==> src/rtl/relu_arbiter.sv <==
// Round-robin arbiter over four signed 8-bit activation requesters with per-requester
// optional ReLU, a single-entry output register and a saturating zeroed-value counter.
module relu_arbiter (
  input  logic        clk,
  input  logic        rst_n,
  input  logic [31:0] req_data,
  input  logic [3:0]  req_valid,
  output logic [3:0]  req_ready,
  input  logic [3:0]  cfg_relu_en,
  output logic [7:0]  out_data,
  output logic [1:0]  out_id,
  output logic        out_valid,
  input  logic        out_ready,
  input  logic        stat_clr,
  output logic [15:0] stat_zero_cnt
);

  logic [1:0]  r_ptr;
  logic        r_outValid;
  logic [7:0]  r_outData;
  logic [1:0]  r_outId;
  logic [15:0] r_zeroCnt;

  logic        w_accept;
  logic        w_anyValid;
  logic        w_transfer;
  logic [1:0]  w_grant;
  logic [7:0]  w_byte;
  logic        w_zeroed;

  // First valid requester at or after the pointer, wrapping modulo four.
  always_comb begin
    logic [1:0] idx;
    w_grant    = r_ptr;
    w_anyValid = 1'b0;
    idx        = 2'd0;
    for (int k = 0; k < 4; k++) begin
      idx = r_ptr + 2'(k);
      if (!w_anyValid && req_valid[idx]) begin
        w_grant    = idx;
        w_anyValid = 1'b1;
      end
    end
  end

  // Reset gates the handshake so nothing is accepted while rst_n is low.
  always_comb begin
    w_accept   = !r_outValid || out_ready;
    w_transfer = rst_n && w_anyValid && w_accept;
    w_byte     = req_data[{w_grant, 3'b000} +: 8];
    w_zeroed   = cfg_relu_en[w_grant] && w_byte[7];
    req_ready  = w_transfer ? (4'b0001 << w_grant) : 4'b0000;
  end

  always_ff @(posedge clk) begin
    if (!rst_n) begin
      r_outValid <= 1'b0;
      r_outData  <= 8'h00;
      r_outId    <= 2'd0;
      r_ptr      <= 2'd0;
    end else if (w_transfer) begin
      r_outValid <= 1'b1;
      r_outData  <= w_zeroed ? 8'h00 : w_byte;
      r_outId    <= w_grant;
      r_ptr      <= w_grant + 2'd1;
    end else if (out_ready) begin
      r_outValid <= 1'b0;
    end
  end

  // Clear wins over a coincident increment; the count sticks at all-ones.
  always_ff @(posedge clk) begin
    if (!rst_n) begin
      r_zeroCnt <= 16'h0000;
    end else if (stat_clr) begin
      r_zeroCnt <= 16'h0000;
    end else if (w_transfer && w_zeroed && (r_zeroCnt != 16'hFFFF)) begin
      r_zeroCnt <= r_zeroCnt + 16'h0001;
    end
  end

  assign out_valid     = r_outValid;
  assign out_data      = r_outData;
  assign out_id        = r_outId;
  assign stat_zero_cnt = r_zeroCnt;

endmodule

==> config.mk <==
export PLATFORM = sky130hd
export DESIGN_NAME = relu_arbiter
export DESIGN_NICKNAME = d
export VERILOG_FILES = /design/src/rtl/relu_arbiter.sv
export SDC_FILE = /design/constraint.sdc
export NUM_CORES = 1
export LEC_CHECK = 0
export BUFFER_PORTS_ARGS = -buffer_cell sky130_fd_sc_hd__buf_2
export CAP_MARGIN = 30
export CORE_MARGIN = 10
export CORE_UTILIZATION = 50
export CTS_BUF_LIST = sky130_fd_sc_hd__clkbuf_8
export CTS_CLUSTER_DIAMETER = 60
export DETAILED_ROUTE_END_ITERATION = 10
export GPL_TIMING_DRIVEN = 1
export PLACE_DENSITY = 0.83
export SLEW_MARGIN = 20
export SYNTH_ARGS = -nofsm -noshare
export SYNTH_HDL_FRONTEND = slang
export SYNTH_SLANG_ARGS = --single-unit
==> constraint.sdc <==
create_clock -name clk -period 4.6 [get_ports clk]
set_input_delay 0.23 -clock clk [delete_from_list [all_inputs] [get_ports clk]]
set_output_delay 0.23 -clock clk [all_outputs]
set_load 0.03 [all_outputs]
Word-level counts from Yosys, hierarchy flattened

Index checks and enable logic that the tools add are counted.

Logic and storage cells: 55
Output and inout port bits: 31
Register bits: 29
Input bits: 44

Magnitude comparators: 5
Multiplexer cells: 21
Bitwise operators: 1
Add/sub/neg operators: 5
Shift operators: 2
Reduce and logical (&&, ||, !) cells: 15
Eq/ne operators: 1

Operators with widths:

| operator                                                             | count |
|---|---|
| 32-bit by 6-bit variable part select with 8-bit output               | 1 |
| 16-bit by 1-bit adder with 16-bit output, second input constant      | 1 |
| 16-bit inequality test, second input constant                        | 1 |
| 2-bit by 3-bit < comparator with 1-bit output, second input constant | 5 |
| 1-bit two-way mux                                                    | 11 |
| 1-bit binary-select mux with 2-bit select                            | 5 |
| 1-bit logical AND                                                    | 8 |
| 8-bit two-way mux                                                    | 1 |
| 2-bit two-way mux                                                    | 3 |
| 2-bit by 1-bit adder with 2-bit output, second input constant        | 2 |
| 2-bit adder, second input constant                                   | 2 |
| 1-bit logical NOT                                                    | 4 |
| 4-bit two-way mux                                                    | 1 |
| 1-bit by 2-bit << shifter with 4-bit output, first input constant    | 1 |
| 2-bit nonzero test                                                   | 1 |
| 2-bit OR reduction                                                   | 1 |
| 1-bit logical OR                                                     | 1 |
| 1-bit inverter                                                       | 1 |

Logic depth before layout (Yosys ltp)

Depth in word-level cells: 17
Mapped depth: 11
Depth with buffers taken out: 9

Worst setup path after synthesis

OpenSTA, ideal clock, no wires.

Kind: reg-to-reg
Start: register r_zeroCnt[4] (netlist: stat_zero_cnt[4])
End: register r_zeroCnt[11] (netlist: stat_zero_cnt[11])
Path buffers: 1
Cell stages (with the launch flop): 9
Path slack: 2.349 ns
Data arrival time: 2.136 ns
Setup time: 0.116 ns
Clock period less this slack: 2.251 ns
Data required time: 4.484 ns
Path through: dfxtp_1 -> and3_1 -> and3_1 -> and3_1 -> a41oi_1 -> nor3b_4 -> buf_6 -> a21oi_1 -> a31o_1

Word-level cells in the longest chain between the ends: 2
Elaborated cells on any way between the ends: 3
Classes of those cells: add/sub: 1; eq/ne: 1; reduce/logical: 1

Ends and longest elaborated chain:

| item                                                                                             | line | RTL |
|---|---|---|
| from (decl)                                                                                      | 22   | `logic [15:0] r_zeroCnt;` |
| from (signal assigned)                                                                           | 78   | `r_zeroCnt <= r_zeroCnt + 16'h0001;` |
| parallel branches: the longest is 2 deep, another holds 16-bit by 1-bit adder with 16-bit output | --   |  |

Parallel ways; which one is timed is not known.
A chain may end at the register's enable or synchronous reset.

Worst setup path after layout

Start: register r_ptr[0]
End: output req_ready[0]

Word-level cells in the longest chain between the ends: 15
Elaborated cells on any way between the ends: 28
Classes of those cells: add/sub: 3; shift: 1; mux: 16; reduce/logical: 8

Ends and longest elaborated chain:

| item                                                                                            | line | RTL |
|---|---|---|
| from (decl)                                                                                     | 18   | `logic [1:0] r_ptr;` |
| from (signal assigned)                                                                          | 65   | `r_ptr <= w_grant + 2'd1;` |
| parallel branches: the longest is 14 deep, another holds 2-bit by 1-bit adder with 2-bit output | --   |  |
| 4-bit two-way mux (*)                                                                           | 52   | `req_ready = w_transfer ? (4'b0001 << w_grant) : 4'b0000;` |
| to (decl)                                                                                       | 8    | `output logic [3:0] req_ready,` |

Every way passes the cells marked *. The select of a mux whose other input is x is not followed.

==> impl_metrics.py <==
metrics = {
    "worst_setup_path": {
        "cp-startpoint": "r_ptr[0]",
        "critical_path_arrival_ns": 2.52,
        "r2r_start": "r_ptr[1]",
        "setup.worst_path.class": "reg -> out",
        "critPathLaunchType": "flop",
        "cp_max_fo": 16,
        "critPathCaptureType": "primary output",
        "crit_required_ns": 4.37,
    },
    "clock_network": {
        "root_buffer": "clkbuf_8",
        "cts_tree": "built",
        "cts_buffers": 5,
        "clock_path_buffers": 2,
        "clock_sinks": 29,
        "cts_setup_buffers": 0,
        "htree_levels": 2,
        "ctsHoldBuffers": 0,
        "clock_latency_ns": 0.28,
        "postCtsResizedCells": 0,
        "clk_pin_slew_ns": 0.07,
    },
    "synthesis": {
        "synthAdderAreaFrac": 0.0366,
        "syn_area_um2": 1710,
        "synthFlopType": "dfxtp_1",
        "synth-simple-area-share": 0.271,
        "synth_xor_area_frac": 0.0308,
        "yosysWarnings": 0,
        "synth_cell_types": 37,
        "ys_ff_latch": 29,
        "muxShareOfSynthArea": 0.105,
        "synthArstFlopShare": 0,
        "synth_top_family_by_area": "simple AND/OR/NAND/NOR gates",
        "synth-compound-area-share": 0.166,
        "synth_edf_count": 0,
        "synth_fp_nets": 256,
        "ys_seq_area_frac": 0.340,
        "avgSynthCellArea_um2": 8.25,
        "postSynthCellCount": 207,
    },
    "floorplan": {
        "core_um2": 3310,
        "die-width_um": 78.4,
        "die-area_um2": 6150,
        "io_pins": 75,
        "start_util": 0.516,
        "die_h_um": 78.4,
        "rows": 21,
    },
    "place": {
        "dp_cells": 321,
        "gp_congestion": 0.792,
        "portBuffers": 74,
        "hpwlAfterDp_mm": 3.60,
    },
    "cells_and_area": {
        "area_delta_synth_final_pct": 30.6,
        "n_fill_cell": 300,
        "mostFrequentLayoutCells": "74 x buf_2, 33 x nand2_1, 29 x dfxtp_1",
        "multi_input_area_um2": 1040,
        "mostFrequentLayoutCell": "buf_2",
        "drive_gt1_frac": 0.329,
        "seqCellArea_um2": 581,
        "diodes": 0,
        "post-route-util": 0.674,
        "layout.nets": 331,
        "stdcell_count": 329,
    },
    "min_path": {
        "min_path_type": "in -> reg",
        "hp-start": "rst_n",
    },
    "sta": {
        "hold_viol": 0,
        "final.period_utilization": 0.598,
        "setup_viol": 0,
        "tightest_slew_ns": 0.658,
        "holdWs_ns": 0.265,
        "min_period_ns": 2.75,
        "slew_headroom": 0.562,
        "fin_skew_ns": 0.00381,
        "maxClockFrequency_ghz": 0.364,
        "finalSetupTns_ns": 0,
        "timing.final.max_slew_violations": 0,
        "rsz0062_at_grt": "false",
    },
    "routing": {
        "wl_mm": 4.67,
        "wl_per_cell_um": 14.2,
        "routed_via_density": 5.33,
        "ant_nets": 0,
        "num_vias": 1753,
        "drt_drc_violations_left": 0,
        "firstDrtPassIters": 4,
        "drtIter0Drc": 101,
    },
    "grt": {
        "grt_pass1_wl_mm": 7.55,
        "grt_pass1_vias": 1583,
        "grt_usage": 0.149,
        "grt_antenna_before_repair": 0,
        "grt_overflow": 0,
        "grt_max_degree": 21,
    },
    "power": {
        "p_per_area_nw_per_um2": 422,
        "p_leak_nw": 1.12,
        "ir_drop_uv": 365,
    },
    "outcome": {
        "status": "complete, no violations",
    },
    "run": {
        "max_cap_viol_count": 0,
    },
}
==> critical path, stage by stage (launching register included) <==
cell and delay [ns]:
dfxtp_1 0.37, nor2b_1 0.07, a21o_1 0.17, a221oi_4 0.58
clkinv_1 0.45, ha_1 0.30, inv_1 0.05, nor2_1 0.03
buf_2 0.19
==> stage by stage <==
| step | power, mW | cell area (µm²) | setup slack, ns |
|---|---|---|---|
| finish | 0.941 | 2230 | 1.85 |
| global route | 0.994 | 2230 | 1.60 |
| CTS | 0.949 | 2230 | 1.85 |
| detailed placement | 0.630 | 2100 | 1.90 |
| global placement | 0.625 | 2100 | 1.95 |
| floorplan | 0.560 | 1710 | 2.35 |
==> layout make-up <==
class,instances,share of cell area
clock buffers,5,0.0308
clock inverters,3,0.0292
inverters,12,0.0213
multi-input cells,160,0.467
flip-flops and latches,29,0.260
well taps,46,0.0258
repair buffers,74,0.166
==> power by group <==
| group | switching [mW] | total (mW) | leakage (nW) | internal, mW |
|---|---|---|---|---|
| Sequential | 0.0178 | 0.297 | 0.236 | 0.279 |
| Clock | 0.104 | 0.319 | 0.0681 | 0.215 |
| Combinational | 0.206 | 0.325 | 0.812 | 0.119 |
| Total | 0.328 | 0.941 | 1.12 | 0.613 |
==> synthesized netlist by cell type (2+ instances only) <==
cell,n,area [µm²]
a21o_1,3,22.5
a21oi_1,10,50.1
a31o_1,2,17.5
a31oi_1,2,12.5
a32o_1,7,70.1
a32o_2,2,22.5
and2_1,2,12.5
and3_1,9,56.3
buf_6,2,22.5
clkbuf_1,3,11.3
dfxtp_1,29,581
ha_1,5,62.6
inv_1,10,37.5
mux2i_1,18,180
nand2_1,33,124
nand2b_1,4,25.0
nand3_1,8,40.0
nand4_1,5,31.3
nor2_1,21,78.8
nor3_1,4,20.0
o21ai_0,5,25.0
or2_2,3,18.8
xnor2_1,6,52.6
==> cells by family (layout without fill, tap and decap cells) <==
| logic type | count (synthesis) | in the layout |
|---|---|---|
| multiplexers | 18 | 18 |
| adder cells (fa/ha/maj) | 5 | 5 |
| buffers and inverters | 18 | 94 |
| AO/OA/AOI/OAI | 36 | 36 |
| flip-flops | 29 | 29 |
| AND/OR/NAND/NOR | 95 | 95 |
| XOR/XNOR | 6 | 6 |
==> final timing paths <==
path | endpoint | slack, ns | depth (start not counted)
max reg2reg | stat_zero_cnt[14] | 1.95 | 8
max | req_ready[0] | 1.85 | 8
min reg2reg | out_data[0] | 0.46 | 1
min | out_id[1] | 0.26 | 3
==> layer usage <==
layer,global-route usage,wire [µm],up-vias
li1,-,-,886
met2,0.264,2460,49
met4,0.0609,80,0
met5,0,0,-
met1,0.156,1810,810
met3,0.0547,313,8
==> sequential cells by signal, summed over array words and instances (netlist names) <==
| name | flops |
|---|---|
| stat_zero_cnt | 16 |
| r_ptr | 2 |
| out_id | 2 |
| out_valid | 1 |
| out_data | 8 |
(Power assumes the default switching activity.)
